[src/rtl/tex_commit_arb.sv]
// Commit arbiter for the texture response path.
// Texture responses are buffered in a small FIFO and arbitrated round-robin
// against the SFU response path into one registered commit port.
module tex_commit_arb #(
   parameter int NUM_THREADS = 4,
   parameter int NW_BITS     = 2,
   parameter int NR_BITS     = 5,
   parameter int DEPTH       = 4
) (
   input  logic                          clk,
   input  logic                          reset,
   // texture response
   input  logic                          tex_valid,
   input  logic [NUM_THREADS-1:0]        tex_tmask,
   input  logic [NUM_THREADS*32-1:0]     tex_data,
   input  logic [NR_BITS-1:0]            tex_rd,
   input  logic                          tex_wb,
   input  logic [NW_BITS-1:0]            tex_wid,
   input  logic [31:0]                   tex_PC,
   output logic                          tex_ready,
   // SFU response
   input  logic                          sfu_valid,
   input  logic [NUM_THREADS-1:0]        sfu_tmask,
   input  logic [NUM_THREADS*32-1:0]     sfu_data,
   input  logic [NR_BITS-1:0]            sfu_rd,
   input  logic                          sfu_wb,
   input  logic [NW_BITS-1:0]            sfu_wid,
   input  logic [31:0]                   sfu_PC,
   output logic                          sfu_ready,
   // commit port
   output logic                          cmt_valid,
   output logic [NUM_THREADS-1:0]        cmt_tmask,
   output logic [NUM_THREADS*32-1:0]     cmt_data,
   output logic [NR_BITS-1:0]            cmt_rd,
   output logic                          cmt_wb,
   output logic [NW_BITS-1:0]            cmt_wid,
   output logic [31:0]                   cmt_PC,
   input  logic                          cmt_ready,
   output logic [$clog2(DEPTH+1)-1:0]    tex_pending
);

   localparam int PW = NUM_THREADS + NUM_THREADS*32 + NR_BITS + 1 + NW_BITS + 32;
   localparam int AW = $clog2(DEPTH);
   localparam int CW = $clog2(DEPTH+1);

   // storage and state
   logic [PW-1:0] r_mem [DEPTH];
   logic [AW-1:0] r_wr_ptr;
   logic [AW-1:0] r_rd_ptr;
   logic [CW-1:0] r_count;
   logic          r_last_g;      // 0: tex granted last, 1: sfu granted last
   logic          r_cmt_valid;
   logic [PW-1:0] r_cmt_pay;

   // combinational nets
   logic [PW-1:0] w_tex_pay;
   logic [PW-1:0] w_sfu_pay;
   logic [PW-1:0] w_head_pay;
   logic [PW-1:0] w_gnt_pay;
   logic          w_push;
   logic          w_pop_tex;
   logic          w_ld;
   logic          w_cand_tex;
   logic          w_cand_sfu;
   logic          w_gnt_valid;
   logic          w_gnt_sfu;

   assign w_tex_pay  = {tex_tmask, tex_data, tex_rd, tex_wb, tex_wid, tex_PC};
   assign w_sfu_pay  = {sfu_tmask, sfu_data, sfu_rd, sfu_wb, sfu_wid, sfu_PC};
   assign w_head_pay = r_mem[r_rd_ptr];

   // Full is judged from occupancy alone, so a pop never frees a slot in the same cycle.
   assign tex_ready  = (r_count != CW'(DEPTH));
   assign w_push     = tex_valid && tex_ready;
   assign w_cand_tex = (r_count != {CW{1'b0}});
   assign w_cand_sfu = sfu_valid;
   assign w_ld       = !r_cmt_valid || cmt_ready;

   // Round-robin grant: on a tie the source that did not win last time is chosen.
   always_comb begin
      w_gnt_valid = 1'b0;
      w_gnt_sfu   = 1'b0;
      case ({w_cand_tex, w_cand_sfu})
         2'b11: begin
            w_gnt_valid = 1'b1;
            w_gnt_sfu   = ~r_last_g;
         end
         2'b10: begin
            w_gnt_valid = 1'b1;
            w_gnt_sfu   = 1'b0;
         end
         2'b01: begin
            w_gnt_valid = 1'b1;
            w_gnt_sfu   = 1'b1;
         end
         default: begin
            w_gnt_valid = 1'b0;
            w_gnt_sfu   = 1'b0;
         end
      endcase
   end

   assign w_gnt_pay = w_gnt_sfu ? w_sfu_pay : w_head_pay;
   assign w_pop_tex = w_ld && w_gnt_valid && !w_gnt_sfu;
   assign sfu_ready = !reset && w_ld && w_gnt_valid && w_gnt_sfu;

   // FIFO storage write; contents are not cleared on reset, the pointers are.
   always_ff @(posedge clk) begin
      if (w_push) begin
         r_mem[r_wr_ptr] <= w_tex_pay;
      end
   end

   // FIFO pointers and occupancy.
   always_ff @(posedge clk) begin
      if (reset) begin
         r_wr_ptr <= {AW{1'b0}};
         r_rd_ptr <= {AW{1'b0}};
         r_count  <= {CW{1'b0}};
      end else begin
         if (w_push) begin
            r_wr_ptr <= r_wr_ptr + AW'(1);
         end
         if (w_pop_tex) begin
            r_rd_ptr <= r_rd_ptr + AW'(1);
         end
         case ({w_push, w_pop_tex})
            2'b10:   r_count <= r_count + CW'(1);
            2'b01:   r_count <= r_count - CW'(1);
            default: r_count <= r_count;
         endcase
      end
   end

   // Commit output register and round-robin history; holds while writeback stalls.
   always_ff @(posedge clk) begin
      if (reset) begin
         r_cmt_valid <= 1'b0;
         r_cmt_pay   <= {PW{1'b0}};
         r_last_g    <= 1'b1;
      end else if (w_ld) begin
         if (w_gnt_valid) begin
            r_cmt_valid <= 1'b1;
            r_cmt_pay   <= w_gnt_pay;
            r_last_g    <= w_gnt_sfu;
         end else begin
            r_cmt_valid <= 1'b0;
         end
      end
   end

   assign cmt_valid = r_cmt_valid;
   assign {cmt_tmask, cmt_data, cmt_rd, cmt_wb, cmt_wid, cmt_PC} = r_cmt_pay;
   assign tex_pending = r_count;

endmodule

[config.mk]
export PLATFORM = sky130hd
export DESIGN_NAME = tex_commit_arb
export DESIGN_NICKNAME = d
export VERILOG_FILES = /design/src/rtl/tex_commit_arb.sv
export SDC_FILE = /design/constraint.sdc
export NUM_CORES = 1
export LEC_CHECK = 0
export BUFFER_PORTS_ARGS = -buffer_cell sky130_fd_sc_hd__buf_4
export CORE_MARGIN = 2
export CORE_UTILIZATION = 40
export DETAILED_ROUTE_END_ITERATION = 16
export PLACE_DENSITY = 0.65
export SLEW_MARGIN = 15
export SYNTH_ARGS = -nofsm -noshare
export SYNTH_HDL_FRONTEND = slang
export SYNTH_SLANG_ARGS = --single-unit
[constraint.sdc]
create_clock -name clk -period 6.4 [get_ports clk]
set_input_delay 0.64 -clock clk [delete_from_list [all_inputs] [get_ports clk]]
set_output_delay 0.64 -clock clk [all_outputs]
set_load 0.005 [all_outputs]
# After elaboration in Yosys (flattened, before gate mapping)
# Memories as Yosys holds them, arrays and structs flattened. A register that Yosys moved wholly into a read port is not among the register bits.
# Cells that the tools add are included.
# word_totals
ram_bits	688
latchBits	0
inputBits	349
memories	1
ff_bits	181
word_cells	41
rom_bits	0
# classes
div_mod_pow	0
n_reduce_logical	14
mul	0
mux	9
n_lt_le_gt_ge	0
n_bitwise	1
n_eq_ne	6
n_addsub	4
shift	0
# mem_list
memory	depth	word_bits	read_ports	rd_clocked_by_memory_dff	write_ports	line	text
r_mem	4	172	1	1	1	47	logic [PW-1:0] r_mem [DEPTH];
# ops
operator	n
two-way mux 172 bit	1
== test 2 bit (second input constant)	3
logical AND 1 bit	6
case mux 3 bit (2 select lines)	1
adder 2 x 1 -> 2 bit (second input constant)	2
== test 2 x 1 -> 1 bit (second input constant)	2
two-way mux 1 bit	4
two-way mux 2 bit	2
adder 3 x 1 -> 3 bit (second input constant)	1
logical NOT 1 bit	3
inequality test 3 bit (second input constant)	1
nonzero test 3 bit	1
OR reduction 3 bit	1
subtractor 3 x 1 -> 3 bit (second input constant)	1
case mux 1 bit (2 select lines)	1
AND reduction 2 bit	1
nonzero test 2 bit	1
logical OR 1 bit	1
NOT 1 bit	1

# Depth between registers and ports, before layout
# Gate-level depths: netlist of the first run.
# depth
word_depth	8
ltp_mapped	10
ltp_nobuf	7

# Worst setup path after synthesis of the first run
# OpenSTA, ideal clock, no wires.
# synth_path
path_type	flip-flop to flip-flop
from	register r_count[0] (netlist: tex_pending[0])
to	memory r_mem[0][0] (netlist bit), enable pin
setup_time_ps	554
path_stages_with_launch	4
path_slack_ps	955
arrival_time_ps	4890
required_ps	5846
path_buffers	1
path_cell_list	dfxtp_1 > or3b_2 > clkbuf_1 > and3_1
# synth_between
elab_chain_cells	4
# synth_lines
element	line	text
start, declared	50	logic [CW-1:0] r_count;
start signal, assigned	119	r_count <= {CW{1'b0}};
start signal, assigned	128	2'b10: r_count <= r_count + CW'(1);
start signal, assigned	129	2'b01: r_count <= r_count - CW'(1);
inequality test 3 bit	73	assign tex_ready = (r_count != CW'(DEPTH));
net tex_ready	20	output logic tex_ready,
logical AND 1 bit	74	assign w_push = tex_valid && tex_ready;
two-way mux 1 bit	109	if (w_push) begin
two-way mux 1 bit (implied by the code)	110	r_mem[r_wr_ptr] <= w_tex_pay;
end, declared	47	
# The timed path passes the listed nets, and every way through them passes these cells.

# Worst setup path in the final report of the first run
# layout_path
from	register r_cmt_valid (netlist: cmt_valid)
to	register r_count[2] (netlist: tex_pending[2])
# layout_between
elab_chain_cells	6
# layout_lines
element	line	text
start, declared	52	logic r_cmt_valid;
start signal, assigned	138	r_cmt_valid <= 1'b0;
start signal, assigned	143	r_cmt_valid <= 1'b1;
start signal, assigned	147	r_cmt_valid <= 1'b0;
logical NOT 1 bit (*)	77	assign w_ld = !r_cmt_valid || cmt_ready;
logical OR 1 bit (*)	77	
logical AND 1 bit (*) (2 in a row)	104	assign w_pop_tex = w_ld && w_gnt_valid && !w_gnt_sfu;
net w_pop_tex	61	logic w_pop_tex;
== test 2 x 1 -> 1 bit or == test 2 bit (tied branches)	127	case ({w_push, w_pop_tex})
case mux 3 bit (2 select lines) or nonzero test 2 bit (tied branches)	--	
end signal, assigned	128	
end signal, assigned	129	
end signal, assigned	130	default: r_count <= r_count;
# Mark *: on every way through the listed nets, which the timed path passes. The rest lies on a longest branch.
# A chain may end at the register's enable or synchronous reset.

==> results of run 1 <==
final timing paths:
| check | end | cells after the start | from |
|---|---|---|---|
| worst max-delay path | tex_pending[2]$_SDFFE_PP0P_ | 8 | cmt_valid$_SDFFE_PP0P_ |
| worst min-delay path | r_mem[3][156]$_DFFE_PP_ | 1 | tex_data[116] |
| worst min register to register | flop | 2 | r_rd_ptr[0]$_SDFFE_PP0P_ |
| worst max register to register | tex_pending[2]$_SDFFE_PP0P_ | 8 | cmt_valid$_SDFFE_PP0P_ |
registers in the layout, indices dropped and copies added (netlist names), named ones only:
signal and flops:
r_last_g 1, cmt_valid 1, r_cmt_pay 172, r_wr_ptr 2
tex_pending 3, r_mem 688, r_rd_ptr 2
layout make-up:
class	count	area, sq um
fill	7430	44500
inverter	174	653
sequential	871	24300
timing repair buffer	555	4290
clock inverter	63	711
tap	1165	1460
clock buffer	112	2460
multi-input combinational	1079	10100
antenna	12	30.0
cell usage after synthesis, drive strengths merged, types with 2 or more instances:
| master | number |
|---|---|
| edfxtp | 688 |
| nor2b | 347 |
| dfxtp | 183 |
| inv | 174 |
| o21ai | 173 |
| mux4 | 172 |
| nand4 | 172 |
| o211ai | 172 |
| clkbuf | 141 |
| buf | 53 |
| a21oi | 7 |
| ha | 5 |
| and3 | 4 |
| nor2 | 3 |
| a21o | 2 |
| nand3 | 2 |
| nor3 | 2 |
| o31ai | 2 |
| or4 | 2 |
cells by family after synthesis:
kind of cell,Yosys count
AND/OR/NAND/NOR,540
buffers and inverters,368
flip-flops,871
AO/OA/AOI/OAI,357
XOR/XNOR,2
adder cells (fa/ha/maj),6
multiplexers,174
stage by stage:
stage / power [mW] / util, % / std cells
floorplan: 10.5 / - / 2318
global placement: 12.4 / 46.1 / 3844
detailed placement: 12.5 / 46.1 / 3844
CTS: 18.0 / 49.7 / 4019
global route: 18.6 / 49.7 / 4028
finish: 17.8 / 49.7 / 4031
power groups by stage:
stage          Clock [mW]  Combinational (mW)  Sequential (mW)
2_1_floorplan           0                2.79             7.68
3_3_place_gp            0                4.70             7.71
3_5_place_dp            0                4.77             7.76
4_1_cts              5.58                4.79             7.66
5_1_grt              5.79                5.07             7.74
6_report             5.45                4.70             7.65
cell usage in the layout (no fill, tap or decap), types with 12 or more instances in the layout:
cell        Yosys  layout
clkinv_1        0      13
clkbuf_16       0      93
nor2b_1       347     346
o211ai_1       92      92
clkinvlp_4      0      12
clkbuf_1      141      13
dfxtp_1       183     181
mux4_2        172     172
edfxtp_1      688     688
buf_4           0     544
diode_2         0      12
o21ai_0       173     173
inv_1         174     174
nand4_1       172     172
clkinv_2        0      15
o211ai_2       80      80
metal layers:
metal	up-vias	share of wire, %	routed length, um
met1	11200	39	35500
met4	8	2.9	2620
met3	161	5.9	5420
met2	702	52	48100
li1	9763	-	-
met5	-	0.057	52
critical path: stages, from the launching register on:
cell     delay [ns]
dfxtp_1        0.40
nor2b_4        0.56
buf_4          0.81
nor3_1         0.11
ha_1           0.28
fa_1           0.42
xnor2_1        0.17
or3_1          0.32
a21oi_1        0.16
==> results.yml, run 1 <==
routing:
  dr.pass1.iters: 5
  route.detailed.drc: 0
  vias: 21800
  ant_nets: 0
  wl_per_cell_um: 22.8
  routed_wl_um: 91700
  post_drt_via_cell_ratio: 5.41
  drt_iter0_drc: 1741
timing:
  clock-skew-final_ns: 0.0388
  min_period_over_period_pct: 51.7
  setup_violations: 0
  min_period_ns: 3.31
  worst_slew_pin_slew_ns: 1.13
  setup_slack_ns: 3.09
  fmax_mhz: 302
  slew_headroom_pct: 24.4
  finalMaxSlewViolations: 0
  rsz0062_at_grt: "false"
  holdWs_ns: 0.181
  finalHoldViolCount: 0
  tns_ns: 0
logic_synthesis:
  synth_compound_area_share_pct: 7.34
  synthFlopType: "edfxtp_1"
  avgSynthCellArea_sq_um: 15.4
  synth_nets: 2673
  synth_top_cell_by_area: "edfxtp_1"
  synth_top_area_share_pct: 57.7
  ys_seq_elements: 871
  synthXorXnorAreaFrac_pct: 0.0489
  synth_area_sq_um: 35800
  synthAdderAreaFrac_pct: 0.231
  synth_mux_area_share_pct: 10.9
  ys_types: 36
  synth_edf_count: 688
  yosysSeqAreaShare_pct: 67.9
  ys.warnings.count: 0
  synth_top_family_by_area: "multiplexers"
  synth_area_leaders: "edfxtp_1, mux4_2, dfxtp_1"
  async_flop_share_pct: 0
  netlist_instances: 2318
  synthSimpleGateAreaFrac_pct: 9.43
final_layout:
  final_layout_size_suffix_gt1_share_pct: 34.0
  stdcell_area_sq_um: 44000
  syn2layout_area_growth_pct: 22.8
  fin_nets: 3129
clock_network:
  cts_buffer_depth: 3
  cts_sinks: 871
  ctsHoldBuffers: 0
  cts-buffers-inserted: 93
  cts_tree: "yes"
  post_cts_buffers: 0
  worstSkewPairLatency_ns: 0.64
  cts_resized: 0
  ctsHtreeMaxLevel: 3
  cts_root_buf: "clkbuf_16"
  clk_pin_slew_worst_paths_ns: 0.07
global_route:
  grt_max_degree: 197
  first_global_vias: 22400
  grt_pass1_wl_um: 136000
  grt_overflow: 0
  grt.met1_usage_pct: 24.5
  gr-usage-met2_pct: 33.6
  gr-usage-met3_pct: 3.76
  top_usage_layer: "met2"
  grt.total_usage_pct: 19.4
  antenna_found_initial: 15
run:
  drv_cap: 0
setup_path:
  cp_max_fo: 84
  cp.arrival_ns: 3.87
  cp.required_ns: 6.96
  reg2reg_slack_ns: 3.09
  critPathLaunchType: "flop"
  critPathCaptureType: "flop"
  critical_path_class: "reg -> reg"
floorplanning:
  coreArea_sq_um: 88500
  initial_core_util_pct: 40.5
  die_area_sq_um: 91900
  std_cell_rows: 109
  ios: 527
  chipHeight_um: 303
  die_x_um: 303
run_status:
  status: "finished clean"
place:
  place.detailed.hpwl_um: 56600
  pre_cts_ws_ns: 2.80
  io_buffers: 526
  placed_area_sq_um: 40800
  gp_congestion: 0.827
pwr:
  p_seq_share_pct: 43.0
  switching_power_mw: 5.30
  combPwrFrac_pct: 26.4
  pwr_density_cell_nw_per_um2: 405
  vdd_drop_max_mv: 0.253
  p_clk_share_pct: 30.6
  sw_frac_of_total_pct: 29.7
  leakage_nw: 15.8
  p_int_mw: 12.5
hold_path:
  min_path_type: "in -> reg"
(Power assumes the default switching activity.)
==> run 2, diff against run 1 <==
--- a/config.mk
+++ b/config.mk
@@ -5,6 +5,7 @@
 export SDC_FILE = /design/constraint.sdc
 export NUM_CORES = 1
 export LEC_CHECK = 0
+export ABC_AREA = 1
 export BUFFER_PORTS_ARGS = -buffer_cell sky130_fd_sc_hd__buf_4
 export CORE_MARGIN = 2
 export CORE_UTILIZATION = 40
==> constraint.sdc (replaced) <==
create_clock -name clk -period 3.5 [get_ports clk]
set_input_delay 0.35 -clock clk [delete_from_list [all_inputs] [get_ports clk]]
set_output_delay 0.35 -clock clk [all_outputs]
set_load 0.005 [all_outputs]
==> run 2 against run 1 <==
Against the previous run:
- die area fell by 2.7%
- sequential cell count did not move
- clock skew rose by 0.010 ns
- wire length rose by 3.8%
- critical path depth fell by 2
- hold slack got worse by 0.13 ns
- clock power rose by 83%
- area after synthesis fell by 2.7%
- count of clock-buffer cells in the layout rose by 25
- largest power group unchanged
- combinational power rose by 150%
- highest routed layer unchanged
- sequential power rose by 82%
- synthesized cell count rose by 44%
==> results.yml, run 2 <==
timing:
  worst_slew_pin_slew_ns: 1.21
  tns_ns: 0
  min_period_over_period_pct: 79.6
  min_period_ns: 2.79
  rsz0062_at_grt: "false"
  fmax_mhz: 359
  finalMaxSlewViolations: 0
  clock-skew-final_ns: 0.0491
  holdWs_ns: 0.0483
  finalHoldViolCount: 0
  setup_violations: 0
  slew_headroom_pct: 19.2
clock_network:
  worstSkewPairLatency_ns: 0.66
  cts-buffers-inserted: 94
  cts_buffer_depth: 3
  post_cts_buffers: 0
  cts_sinks: 871
  cts_tree: "yes"
  ctsHtreeMaxLevel: 3
  cts_root_buf: "clkbuf_16"
  clk_pin_slew_worst_paths_ns: 0.06
routing:
  dr.pass1.iters: 5
  drt_iter0_drc: 1930
  routed_wl_um: 95200
  wl_met2_um: 48800
  wl_met1_um: 39000
  vias: 26200
  ant_nets: 0
  wl_per_cell_um: 18.2
  route.detailed.drc: 0
  post_drt_via_cell_ratio: 5.01
  route.met3.wl_um: 5070
  top_layer_used: "met5"
hold_path:
  worstHoldStart: "sfu_data[41]"
  holdPathEnd: "r_cmt_pay[81]$_SDFFE_PP0P_"
  min_path_type: "in -> reg"
  holdPathStages: 5
logic_synthesis:
  netlist_instances: 3330
  synthFlopType: "edfxtp_1"
  ys_seq_elements: 871
  synth.most_common_cell: "nor2_1"
  synth_top_area_share_pct: 59.3
  synth_edf_count: 688
  yosysSeqAreaShare_pct: 69.8
  synth_top_cell_by_area: "edfxtp_1"
  synth_area_sq_um: 34800
  ys_types: 21
  netlist_top_cells_count: "nor2_1, edfxtp_1, nand2_1"
  synth_area_leaders: "edfxtp_1, dfxtp_1, nor2_1"
  async_flop_share_pct: 0
  synth_nets: 3685
  ys.warnings.count: 0
  avgSynthCellArea_sq_um: 10.5
place:
  place.detailed.hpwl_um: 56300
  post-place-cells: 4843
  io_buffers: 526
  gp_congestion: 0.820
final_layout:
  largest_register: "r_mem"
  final_layout_size_suffix_gt1_share_pct: 18.2
  register_area_sq_um: 24300
  fin_nets: 4342
  syn2layout_area_growth_pct: 29.9
  layout_commonest_cell: "nor2_1"
  layout_common_cells: "nor2_1, edfxtp_1, nand2_1, buf_4, o21ai_0"
  largest_register_ffs: 688
  layoutNonFillerInstCount: 5229
  n_fill_cell: 7480
  multi_input_comb_area_sq_um: 9210
pwr:
  leakage_nw: 18.1
  sw_frac_of_total_pct: 34.8
  switching_power_mw: 12.4
  vdd_drop_max_mv: 0.696
  p_clk_share_pct: 28.0
  p_seq_share_pct: 39.0
  p_int_mw: 23.2
  combPwrFrac_pct: 33.0
  pwr_density_cell_nw_per_um2: 786
setup_path:
  critPathTopFamily: "simple AND/OR/NAND/NOR gates"
  r2r-start: "tex_pending[1]$_SDFFE_PP0P_"
  critPathBufInv: 1
  cp_max_fo: 65
  cp.required_ns: 3.15
  critical_path_class: "reg -> out"
  critPathCaptureType: "output pin"
  rr_endpoint: "r_cmt_pay[103]$_SDFFE_PP0P_"
  critPathSlowestCell: "nand2_8"
  max_stage_delay_ns: 0.45
  cp.arrival_ns: 2.44
  reg2reg_depth: 8
  critPathLaunchType: "flop"
  crit_chain: "nor2_4 > nand2_1 > nand2_8 > nand3_1 > nor2_2 > buf_4"
  reg2reg_slack_ns: 1.25
floorplanning:
  initial_core_util_pct: 40.2
  coreArea_sq_um: 86600
  die_x_um: 299
  std_cell_rows: 108
  ios: 527
  die_area_sq_um: 89500
  chipHeight_um: 299
global_route:
  grt_overflow: 0
  grt_max_degree: 173
  antenna_found_initial: 8
  first_global_vias: 25700
  grt_pass1_wl_um: 144000
  grt.total_usage_pct: 20.5
run_status:
  status: "finished clean"
run:
  drv_cap: 0
run 2: worst register-to-register path, cell delays in order (launching register included):
cell	delay, ns
dfxtp_4	0.36
nor2_4	0.13
nand2_1	0.19
nand2_8	0.45
nand3_1	0.23
nor2_2	0.29
buf_4	0.36
nand2_1	0.10
nand2_1	0.10
run 2: logic make-up (layout without fill, tap and decap cells):
| family | after synthesis | in the layout | share of synthesized area [%] |
|---|---|---|---|
| AND/OR/NAND/NOR | 1686 | 1686 | 19.5 |
| flip-flops | 871 | 871 | 69.8 |
| other | 0 | 7 | 0 |
| buffers and inverters | 319 | 1056 | 4.04 |
| adder cells (fa/ha/maj) | 6 | 6 | 0.237 |
| AO/OA/AOI/OAI | 447 | 447 | 6.44 |
| XOR/XNOR | 1 | 1 | 0.0251 |
run 2: area by class of cell:
cell class	instances	area share, %
tap	1155	3.19
clock inverter	39	1.09
antenna	7	0.0387
clock buffer	137	5.93
timing repair buffer	779	14.8
multi-input combinational	2140	20.3
inverter	101	0.865
sequential	871	53.8
run 2: per-stage QoR:
stage          utilization [%]  power [mW]  area, sq um  worst slack (ns)
3_5_place_dp              46.2        25.6        40000              1.16
2_1_floorplan                -        21.1        34900            -0.109
6_report                  52.3        35.6        45300             0.713
4_1_cts                   52.2        35.8        45200             0.655
3_3_place_gp              46.2        25.4        40000              1.20
5_1_grt                   52.3        37.6        45300             0.591
run 2: timing repair:
item / CTS / global route
gates resized for setup: 0 / 0
hold buffers: 203 / 0
hold endpoints to repair: 719 / 0
run 2: worst max-delay path by stage:
stage	start	endpoint	slack [ns]	cells past startpoint
floorplan	tex_pending[0]$_SDFFE_PP0P_	r_mem[0][0]$_DFFE_PP_	-0.11	4
global placement	cmt_ready	r_cmt_pay[5]$_SDFFE_PP0P_	1.20	9
detailed placement	cmt_ready	r_cmt_pay[44]$_SDFFE_PP0P_	1.16	9
CTS	tex_pending[1]$_SDFFE_PP0P_	sfu_ready	0.65	6
global route	tex_pending[1]$_SDFFE_PP0P_	sfu_ready	0.59	6
finish	tex_pending[1]$_SDFFE_PP0P_	sfu_ready	0.71	6
run 2: routing by layer:
metal,vias to the layer above,GRT usage (%)
met3,151,2.94
met2,790,37.1
li1,12600,-
met5,-,0
met1,12600,25.0
met4,2,6.82
run 2: power groups by stage:
stage | Sequential (mW) | Combinational [mW] | Clock, mW
6_report | 13.9 | 11.7 | 9.95
5_1_grt | 14.0 | 13.0 | 10.6
4_1_cts | 13.8 | 11.8 | 10.2
3_5_place_dp | 14.0 | 11.6 | 0
3_3_place_gp | 14.0 | 11.4 | 0
2_1_floorplan | 14.0 | 7.02 | 0
